### config.mk
export PLATFORM = sky130hd
export DESIGN_NAME = quad_decoder
export DESIGN_NICKNAME = d
export VERILOG_FILES = /design/src/rtl/qdec_pkg.sv /design/src/rtl/qdec_sync_filter.sv /design/src/rtl/quad_decoder.sv
export SDC_FILE = /design/constraint.sdc
export NUM_CORES = 1
export LEC_CHECK = 0
export CAP_MARGIN = 0
export CORE_MARGIN = 2
export CORE_UTILIZATION = 35
export DETAILED_ROUTE_END_ITERATION = 8
export GPL_TIMING_DRIVEN = 0
export PLACE_DENSITY = 0.68
export SETUP_SLACK_MARGIN = 0.2
export SLEW_MARGIN = 40
export SYNTH_ARGS = -nofsm -noshare
export SYNTH_HDL_FRONTEND = slang
export SYNTH_SLANG_ARGS = --single-unit
### constraint.sdc
create_clock -name clk -period 1.35 [get_ports clk]
set_input_delay 0.2025 -clock clk [delete_from_list [all_inputs] [get_ports clk]]
set_output_delay 0.2025 -clock clk [all_outputs]
set_load 0.005 [all_outputs]
### src/rtl/qdec_pkg.sv
// qdec_pkg: shared types and constants for the quadrature decoder.
//   phase_t  - decoded {A,B} phase, named in forward rotation order
//   state_t  - decoder state machine encoding
//   DIR_FWD / DIR_REV - values driven on dir
//   phase_fwd() - phase that follows a given phase in forward rotation
package qdec_pkg;

  typedef enum logic [1:0] {
    PH_00 = 2'b00,
    PH_01 = 2'b01,
    PH_11 = 2'b11,
    PH_10 = 2'b10
  } phase_t;

  typedef enum logic {
    ST_INIT  = 1'b0,
    ST_TRACK = 1'b1
  } state_t;

  localparam logic DIR_FWD = 1'b1;
  localparam logic DIR_REV = 1'b0;

  // Forward rotation is 00 -> 01 -> 11 -> 10 -> 00.
  function automatic phase_t phase_fwd(input phase_t p);
    case (p)
      PH_00:   return PH_01;
      PH_01:   return PH_11;
      PH_11:   return PH_10;
      default: return PH_00;
    endcase
  endfunction

endpackage

### src/rtl/qdec_sync_filter.sv
// qdec_sync_filter: one quadrature channel front end.
//   Two-flop synchronizer, optionally followed by a glitch filter that only
//   accepts a new level after FILT_LEN consecutive synchronized samples.
//   Optional feature macro: QDEC_GLITCH_FILTER_EN (filter present when defined).
// Ports:
//   clk   in   system clock
//   rst   in   asynchronous active-high reset
//   din   in   raw channel input, asynchronous to clk
//   dout  out  accepted channel level
//   vld   out  dout carries a real sample taken after reset release
import qdec_pkg::*;

module qdec_sync_filter
`ifdef QDEC_GLITCH_FILTER_EN
  #(parameter int unsigned FILT_LEN = 4)
`endif
(
  input  logic clk,
  input  logic rst,
  input  logic din,
  output logic dout,
  output logic vld
);

  logic s1, s2;
  logic v1, v2;

  // v1/v2 travel alongside s1/s2 so the decoder can tell a real sample from
  // the reset value still sitting in the synchronizer.
  always_ff @(posedge clk or posedge rst) begin
    if (rst) begin
      s1 <= 1'b0;
      s2 <= 1'b0;
      v1 <= 1'b0;
      v2 <= 1'b0;
    end else begin
      s1 <= din;
      s2 <= s1;
      v1 <= 1'b1;
      v2 <= v1;
    end
  end

`ifdef QDEC_GLITCH_FILTER_EN
  localparam logic [7:0] CNT_TC = 8'(FILT_LEN - 1);

  logic [7:0] cnt;
  logic       acc;
  logic       acc_vld;

  // The first valid sample is taken as-is so a static input level after
  // reset is not delayed by (or mistaken for) a filtered edge.
  always_ff @(posedge clk or posedge rst) begin
    if (rst) begin
      cnt     <= 8'd0;
      acc     <= 1'b0;
      acc_vld <= 1'b0;
    end else if (!acc_vld) begin
      if (v2) begin
        acc     <= s2;
        acc_vld <= 1'b1;
      end
    end else if (s2 == acc) begin
      cnt <= 8'd0;
    end else if (cnt == CNT_TC) begin
      acc <= s2;
      cnt <= 8'd0;
    end else begin
      cnt <= cnt + 8'd1;
    end
  end

  assign dout = acc;
  assign vld  = acc_vld;
`else
  assign dout = s2;
  assign vld  = v2;
`endif

endmodule

### src/rtl/quad_decoder.sv
// quad_decoder: quadrature (A/B) edge decoder producing step/dir pulses.
//   Optional feature macro: QDEC_GLITCH_FILTER_EN enables a per-channel glitch
//   filter of FILT_LEN samples; without it FILT_LEN has no effect.
// Ports:
//   clk        in   system clock
//   rst        in   asynchronous active-high reset
//   a_in/b_in  in   quadrature channels, asynchronous to clk
//   err_clr    in   synchronous clear of err_sticky
//   step       out  one-cycle pulse per valid quadrature edge
//   dir        out  1 = forward, 0 = reverse; held between steps
//   err        out  one-cycle pulse on a two-bit (illegal) phase change
//   err_sticky out  latched error flag
//   phase      out  current decoded phase {A,B}
//
// state    | meaning
// ST_INIT  | waiting for the first accepted phase; loads it without step/err
// ST_TRACK | compares accepted phase with the stored one every cycle
import qdec_pkg::*;

module quad_decoder #(
  parameter int unsigned FILT_LEN = 4
) (
  input  logic       clk,
  input  logic       rst,
  input  logic       a_in,
  input  logic       b_in,
  input  logic       err_clr,
  output logic       step,
  output logic       dir,
  output logic       err,
  output logic       err_sticky,
  output logic [1:0] phase
);

  logic a_acc, b_acc;
  logic a_vld, b_vld;

`ifdef QDEC_GLITCH_FILTER_EN
  qdec_sync_filter #(.FILT_LEN(FILT_LEN)) u_chan_a (
    .clk (clk), .rst (rst), .din (a_in), .dout (a_acc), .vld (a_vld)
  );
  qdec_sync_filter #(.FILT_LEN(FILT_LEN)) u_chan_b (
    .clk (clk), .rst (rst), .din (b_in), .dout (b_acc), .vld (b_vld)
  );
`else
  qdec_sync_filter u_chan_a (
    .clk (clk), .rst (rst), .din (a_in), .dout (a_acc), .vld (a_vld)
  );
  qdec_sync_filter u_chan_b (
    .clk (clk), .rst (rst), .din (b_in), .dout (b_acc), .vld (b_vld)
  );
`endif

  state_t state_q, state_nxt;
  phase_t phase_q, phase_nxt;
  phase_t ph_in;
  logic   step_nxt, err_nxt, dir_nxt, sticky_nxt;

  assign ph_in = phase_t'({a_acc, b_acc});

  always_ff @(posedge clk or posedge rst) begin
    if (rst) begin
      state_q    <= ST_INIT;
      phase_q    <= PH_00;
      step       <= 1'b0;
      err        <= 1'b0;
      dir        <= DIR_FWD;
      err_sticky <= 1'b0;
    end else begin
      state_q    <= state_nxt;
      phase_q    <= phase_nxt;
      step       <= step_nxt;
      err        <= err_nxt;
      dir        <= dir_nxt;
      err_sticky <= sticky_nxt;
    end
  end

  always_comb begin
    state_nxt  = state_q;
    phase_nxt  = phase_q;
    step_nxt   = 1'b0;
    err_nxt    = 1'b0;
    dir_nxt    = dir;
    // The registered err pulse sets the flag, so a clear in the same cycle
    // as a visible err pulse loses.
    sticky_nxt = err | (err_sticky & ~err_clr);
    case (state_q)
      ST_INIT: begin
        if (a_vld && b_vld) begin
          phase_nxt = ph_in;
          state_nxt = ST_TRACK;
        end
      end
      ST_TRACK: begin
        if (ph_in == phase_fwd(phase_q)) begin
          step_nxt = 1'b1;
          dir_nxt  = DIR_FWD;
        end else if (phase_fwd(ph_in) == phase_q) begin
          step_nxt = 1'b1;
          dir_nxt  = DIR_REV;
        end else if (ph_in != phase_q) begin
          err_nxt = 1'b1;
        end
        phase_nxt = ph_in;
      end
      default: state_nxt = ST_INIT;
    endcase
  end

  assign phase = phase_q;

endmodule
==> flow_metrics.env <==
export IMPL_run_status="completed"
export IMPL_clockBufferDepth=2
export IMPL_area_growth_pct=36.09
export IMPL_final_antenna_net_count=0
export IMPL_synth_common_cells="12 x dfrtp_1, 4 x inv_1, 3 x xnor2_1"
export IMPL_async_flop_share_pct=100.0
export IMPL_synth_seq_cells=13
export IMPL_rsz0062_at_grt="no"
export IMPL_p_comb_share_pct=13.7
export IMPL_die_y_um=40.03
export IMPL_period_share_pct=81.86
export IMPL_synthMostInstantiatedCell="dfrtp_1"
export IMPL_grt_pass1_vias=262
export IMPL_die_area_sq_um=1602
export IMPL_power_switching_uw=176.9
export IMPL_diodes=0
export IMPL_ys_dominant_reg_cell="dfrtp_1"
export IMPL_gr_usage_all_layers_pct=10.51
export IMPL_wire_per_inst_um=10.24
export IMPL_grt_ovfl_total=0
export IMPL_buffer_ports_inserted=10
export IMPL_syn_instance_count=32
export IMPL_start_util_pct=39.29
export IMPL_yosysSeqAreaShare_pct=71.90
export IMPL_grt_max_degree=14
export IMPL_period_needed_ns=1.105
export IMPL_seqPwrFrac_pct=56.3
export IMPL_drtIter0Drc=0
export IMPL_worst_path_buf_inv=1
export IMPL_finalSetupViolations=0
export IMPL_core_sq_um=1156
export IMPL_drv_slew=0
export IMPL_synthDistinctLibCells=13
export IMPL_antenna_found_initial=0
export IMPL_io_pins=11
export IMPL_endpoint_kind="primary output"
export IMPL_yosysTopAreaCell="dfrtp_1"
export IMPL_cpPeakStageDelay_ns=0.53
export IMPL_die_w_um=40.03
export IMPL_vias=276
export IMPL_sw_frac_of_total_pct=22.57
export IMPL_critPathTopFamily="flip-flops"
export IMPL_fin_skew_ns=0.001311
export IMPL_crit_required_ns=1.15
export IMPL_crit_path_max_fanout=2
export IMPL_numCtsBuffers=3
export IMPL_root_buffer="clkbuf_4"
export IMPL_crit_type="reg2out"
export IMPL_max_freq_ghz=0.9049
export IMPL_cts_tree="yes"
export IMPL_peakVddDrop_mv=0.5383
export IMPL_dpl_hpwl_um=454.1
export IMPL_htree_levels=1
export IMPL_clk_pin_slew_worst_paths_ns=0.07
export IMPL_remaining_drc_errors=0
export IMPL_rows=12
export IMPL_syn_num_nets=37
export IMPL_grt_pass1_wl_um=966
export IMPL_dp_slack_ns=0.1367
export IMPL_cp_arrival_ns=0.90
export IMPL_globalplace_congestion=0.7420
export IMPL_syn_avg_cell_area_sq_um=14.19
export IMPL_startpoint_type="register"
export IMPL_synth_top_area_share_pct=66.12
export IMPL_layout_drive_gt1_share_pct=22.45
export IMPL_synth_edf_count=0
export IMPL_p_int_uw=607.0
export IMPL_critPathSlowestCell="dfstp_2"
export IMPL_first_pass_iters=1
export IMPL_power_density_nw_per_um2=1268
export IMPL_maxCapViolations=0
export IMPL_pwr_share_clk_pct=29.9
export IMPL_final_nets=55
export IMPL_yosys_warnings=0
export IMPL_yosys_top_cells_area="dfrtp_1 66%, dfstp_2 5.8%, xnor2_1 5.8%"
export IMPL_holdCritPathClass="in2async"
export IMPL_path_cells="clkbuf_2"
export IMPL_via_per_inst=4.381
export IMPL_leakagePower_nw=0.2863
export IMPL_hold_viol_final=0
export IMPL_fin_ws_ns=0.2450
export IMPL_cts_sinks=13
export IMPL_insertion_delay_ns=0.27
export IMPL_tns_ns=0
export IMPL_totalWireLength_um=645
export IMPL_syn_cell_area_sq_um=454.2
[final cells by class]
class / count / area, sq um
flip-flops and latches: 13 / 327.8
clock buffers: 4 / 26.28
repair buffers: 13 / 116.4
fillers: 96 / 538.0
multi-input cells: 15 / 115.1
well taps: 14 / 17.52
inverters: 4 / 15.01
[cell families after synthesis]
| group | after synthesis | synth area share, % |
|---|---|---|
| mux | 2 | 4.958 |
| xor+xnor | 5 | 11.30 |
| compound gates | 4 | 4.958 |
| simple gates | 3 | 2.754 |
| buf+inv | 4 | 3.305 |
| other cells | 1 | 0.8257 |
| flops | 13 | 71.90 |
[layer usage]
metal | up-vias | part of all wire [%] | GRT usage (%)
met5 | - | 0 | 0
li1 | 130 | - | -
met1 | 134 | 39 | 8.961
met4 | 0 | 1.4 | 12.93
met3 | 2 | 7.8 | 3.333
met2 | 10 | 52 | 17.34
[final timing paths]
check	startpoint	to	slack (ns)	cells past startpoint
min in group clk	u_chan_b.v1$_DFF_PP0_	u_chan_b.vld$_DFF_PP0_	0.35	0
setup reg to reg	phase[0]$_DFFE_PP0P_	step$_DFF_PP0_	0.29	4
max in group asynchronous	rst	dir$_DFFE_PP1P_	0.77	2
setup / recovery	dir$_DFFE_PP1P_	dir	0.24	1
hold reg to reg	u_chan_b.v1$_DFF_PP0_	u_chan_b.vld$_DFF_PP0_	0.35	0
hold / removal	rst	phase[0]$_DFFE_PP0P_	0.24	2
[worst register-to-register path, cell delays in order, from the launching register on]
cell and delay, ns:
dfrtp_1 0.39, buf_4 0.15, xor2_1 0.21, xnor2_1 0.14
nor2_1 0.05
[stage by stage]
step                      util [%]  hold WS, ns  instances  instance area (sq um)  power [mW]
final                        53.46       0.2382         63                  618.1      0.7839
after global routing         53.46       0.2777         63                  618.1      0.8318
after detailed placement     49.46       0.3387         56                  571.8      0.5624
after global placement       49.46       0.3322         56                  571.8      0.5583
after CTS                    53.14       0.2553         63                  614.3      0.7966
after floorplan                  -      0.07874         32                  454.2      0.4955
[sequential cells by signal, indices dropped and copies added (netlist names)]
name	flops
state_q	1
u_chan_b.vld	1
u_chan_a.dout	1
u_chan_b.dout	1
u_chan_b.v1	1
u_chan_b.s1	1
dir	1
phase	2
step	1
u_chan_a.s1	1
err_sticky	1
err	1
[repair_timing]
action | 4_1_cts | 5_1_grt
buffers inserted | 3 | 0
gates resized for setup | 7 | 7
hold buffers | 0 | 0
setup endpoints to repair | 6 | 6
[cell usage in the layout (no fill, tap or decap)]
master / Yosys / final
a21o_1: 1 / 1
a21oi_1: 2 / 2
buf_4: 0 / 3
clkbuf_1: 0 / 1
clkbuf_2: 0 / 1
clkbuf_4: 0 / 3
clkdlybuf4s15_1: 0 / 4
clkdlybuf4s50_1: 0 / 4
conb_1: 1 / 1
dfrtp_1: 12 / 11
dfrtp_2: 0 / 1
dfstp_2: 1 / 1
dlygate4sd2_1: 0 / 1
inv_1: 4 / 4
mux2_1: 2 / 2
nor2_1: 2 / 1
nor2_2: 0 / 1
nor3_1: 1 / 1
o21ai_1: 1 / 1
xnor2_1: 3 / 3
xor2_1: 1 / 1
xor2_2: 1 / 1
[power groups by stage]
stage / registers [mW] / clock network, mW / logic, mW
floorplan: 0.455 / 0 / 0.0404
global placement: 0.452 / 0 / 0.106
detailed placement: 0.455 / 0 / 0.107
CTS: 0.441 / 0.246 / 0.110
global route: 0.445 / 0.267 / 0.120
finish: 0.442 / 0.235 / 0.108
(Power assumes the default switching activity.)
==> edit (same settings) <==
Remove the register `step`: a continuous assignment takes its place, so the output `step` follows one clock earlier. Comments in the files are not updated.
--- a/src/rtl/quad_decoder.sv
+++ b/src/rtl/quad_decoder.sv
@@ -62,19 +62,19 @@
     if (rst) begin
       state_q    <= ST_INIT;
       phase_q    <= PH_00;
-      step       <= 1'b0;
       err        <= 1'b0;
       dir        <= DIR_FWD;
       err_sticky <= 1'b0;
     end else begin
       state_q    <= state_nxt;
       phase_q    <= phase_nxt;
-      step       <= step_nxt;
       err        <= err_nxt;
       dir        <= dir_nxt;
       err_sticky <= sticky_nxt;
     end
   end
+
+  assign step = step_nxt;
 
   always_comb begin
     state_nxt  = state_q;
Behaviour: not the same (a bounded check fails within 4 cycles, from zero or initial values and one cycle with rst high).
==> edit against the unedited design <==
The flow now finishes with violations (setup timing); sequential cell count decreased by 1; die area decreased by 5.0%; routed wire length increased by 12%; synthesized cell count decreased by 3.1%; total power increased by 4.9%; worst setup slack got worse by 0.33 ns; design area increased by 11%; area after synthesis decreased by 5.5%; hold slack got worse by 0.013 ns; sequential power decreased by 8.4%; first-iteration DRC count unchanged; largest cell class unchanged; highest routed layer unchanged.
==> edit: results (changes against the unedited design) <==
Setup path
  • Delay of the slowest cell on the worst path: 0.41 ns (-0.12 ns)
  • Worst path top cell family by delay: flip-flops
  • Arrival time of data at the critical path endpoint: 1.23 ns (+0.33 ns)
  • Slowest stage cell, crit path: sky130_fd_sc_hd__dfrtp_1
  • Critical-path maximum fanout: 2 (unchanged)

Place
  • Number of I/O port buffers: 10 (unchanged)
  • DP Wirelength: 420 µm (-7.5%)
  • Worst slack at placement: -0.183 ns (-0.320 ns)
  • GP Congestion: 0.591 (-20%)
  • Number of cells in the design after placement: 55 (-1.8%)

Pwr
  • Peak supply drop: 620 µV (+15%)
  • Reported leakage power: 0.334 nW (+17%)

STA
  • Fin worst setup slack: -0.0851 ns (-0.330 ns)
  • Setup Skew: 0.00230 ns (+0.000993 ns)
  • Final setup violating endpoints: 2 (+2)

Global routing
  • Global routing met2 resource utilization: 0.213 (+0.0391)
  • Largest net degree at the start of global routing: 13 (-1)
  • Via count of the first global-routing pass: 296 (+13%)
  • Met1 track demand over resource in global routing: 0.119 (+0.0294)
  • Met3 capacity usage during global routing: 0.0347 (+0.00135)
  • First-pass GRT wire length: 1150 µm (+19%)
  • GRT Overall Usage: 0.123 (+0.0184)

Final layout
  • Share of post-route cells with drive strength above 1: 0.456 (+0.232)
  • Antenna diodes: 0 (unchanged)
  • Flip-flop count of the largest register after layout: 2 (unchanged)
  • Non-filler instance count after layout: 71 (+13%)
  • Fill cell count: 92 (-4.2%)
  • Layout Nets: 63 (+15%)

Drt
  • Total routed wirelength: 720 µm (+12%)
  • Detail-routed via count per cell: 4.48 (+2.2%)

Logic synthesis
  • Sequential share of the synthesized area: 0.703 (-0.0164)
  • Async set-reset flop share out of synthesis: 1.00 (unchanged)
  • Post-synth top cells: sky130_fd_sc_hd__dfrtp_1, sky130_fd_sc_hd__inv_1, sky130_fd_sc_hd__xnor2_1
  • Nets in the synthesized netlist: 36 (-2.7%)
  • Synthesized instance count: 31 (-3.1%)
  • Top area cells in the synthesized netlist: sky130_fd_sc_hd__dfrtp_1, sky130_fd_sc_hd__dfstp_2, sky130_fd_sc_hd__xnor2_1, sky130_fd_sc_hd__mux2_1, sky130_fd_sc_hd__xor2_2

Min path
  • Min-Delay Path Class: in2async

Status
  • Outcome: finished, violations left
  • Failing checks: setup timing

Clocking
  • Cell at the root of the clock tree: sky130_fd_sc_hd__clkbuf_4
  • Maximum number of buffers from clock root to sink: 2 (unchanged)
-- edit: cell types whose count changed after synthesis, sizes merged --
cell / unedited run / this run
dfrtp: 12 / 11
-- edit: final cells by class --
| type | count | area share |
|---|---|---|
| clock buffer | 4 | 0.0530 |
| inverter | 4 | 0.0219 |
| multi-input combinational | 15 | 0.185 |
| sequential | 12 | 0.442 |
| tap | 14 | 0.0256 |
| timing repair buffer | 22 | 0.272 |
-- edit: worst reg2reg max path, cell delays in order (launching register included) --
cell	delay, ns
sky130_fd_sc_hd__dfrtp_2	0.43
sky130_fd_sc_hd__buf_4	0.14
sky130_fd_sc_hd__buf_6	0.10
sky130_fd_sc_hd__buf_6	0.11
sky130_fd_sc_hd__xnor2_1	0.12
sky130_fd_sc_hd__nor3_1	0.17
-- edit: path summary, 6_finish.rpt --
path                                         start                       to  slack, ns  cells past startpoint
max in group asynchronous                      rst          dir$_DFFE_PP1P_       0.80                      2
min reg2reg                  u_chan_a.s1$_DFF_PP0_  u_chan_a.dout$_DFF_PP0_       0.35                      0
max reg2reg                   phase[1]$_DFFE_PP0P_            err$_DFF_PP0_       0.20                      5
max                        u_chan_a.dout$_DFF_PP0_                     step      -0.09                      4
min in group clk             u_chan_a.s1$_DFF_PP0_  u_chan_a.dout$_DFF_PP0_       0.35                      0
min                                            rst     phase[0]$_DFFE_PP0P_       0.23                      2
-- edit: metrics by stage --
stage / utilization / instance area [µm²] / power [mW] / setup TNS, ns
floorplan: - / 429 / 0.457 / 0
global route: 0.608 / 684 / 0.877 / -0.247
finish: 0.608 / 684 / 0.823 / -0.0950
CTS: 0.572 / 644 / 0.820 / -0.0662
detailed placement: 0.486 / 547 / 0.523 / -0.183
global placement: 0.486 / 547 / 0.520 / -0.169
-- edit: power breakdown --
part	internal [mW]	total, mW	switching (mW)
clock	0.164	0.271	0.107
combinational	0.0941	0.146	0.0522
sequential	0.391	0.405	0.0146
total	0.649	0.823	0.174
-- edit: routing by layer --
layer  routed length (µm)  share of wire
met1                  259           0.36
met3                   62          0.086
met4                   19          0.026
met2                  379           0.53
met5                    0              0
-- edit: cells by family after synthesis --
group | Yosys count | synth area share
flops | 12 | 0.703
xor+xnor | 5 | 0.120
buf+inv | 4 | 0.0350
compound gates | 4 | 0.0525
mux | 2 | 0.0525
other cells | 1 | 0.00874
simple gates | 3 | 0.0291
-- edit: timing repair --
item                                    CTS  global route
pin swaps                                 3             1
buffers inserted                          9             3
endpoints found under the setup margin    6             6
cloned                                    0             0
resized for setup                        22             6
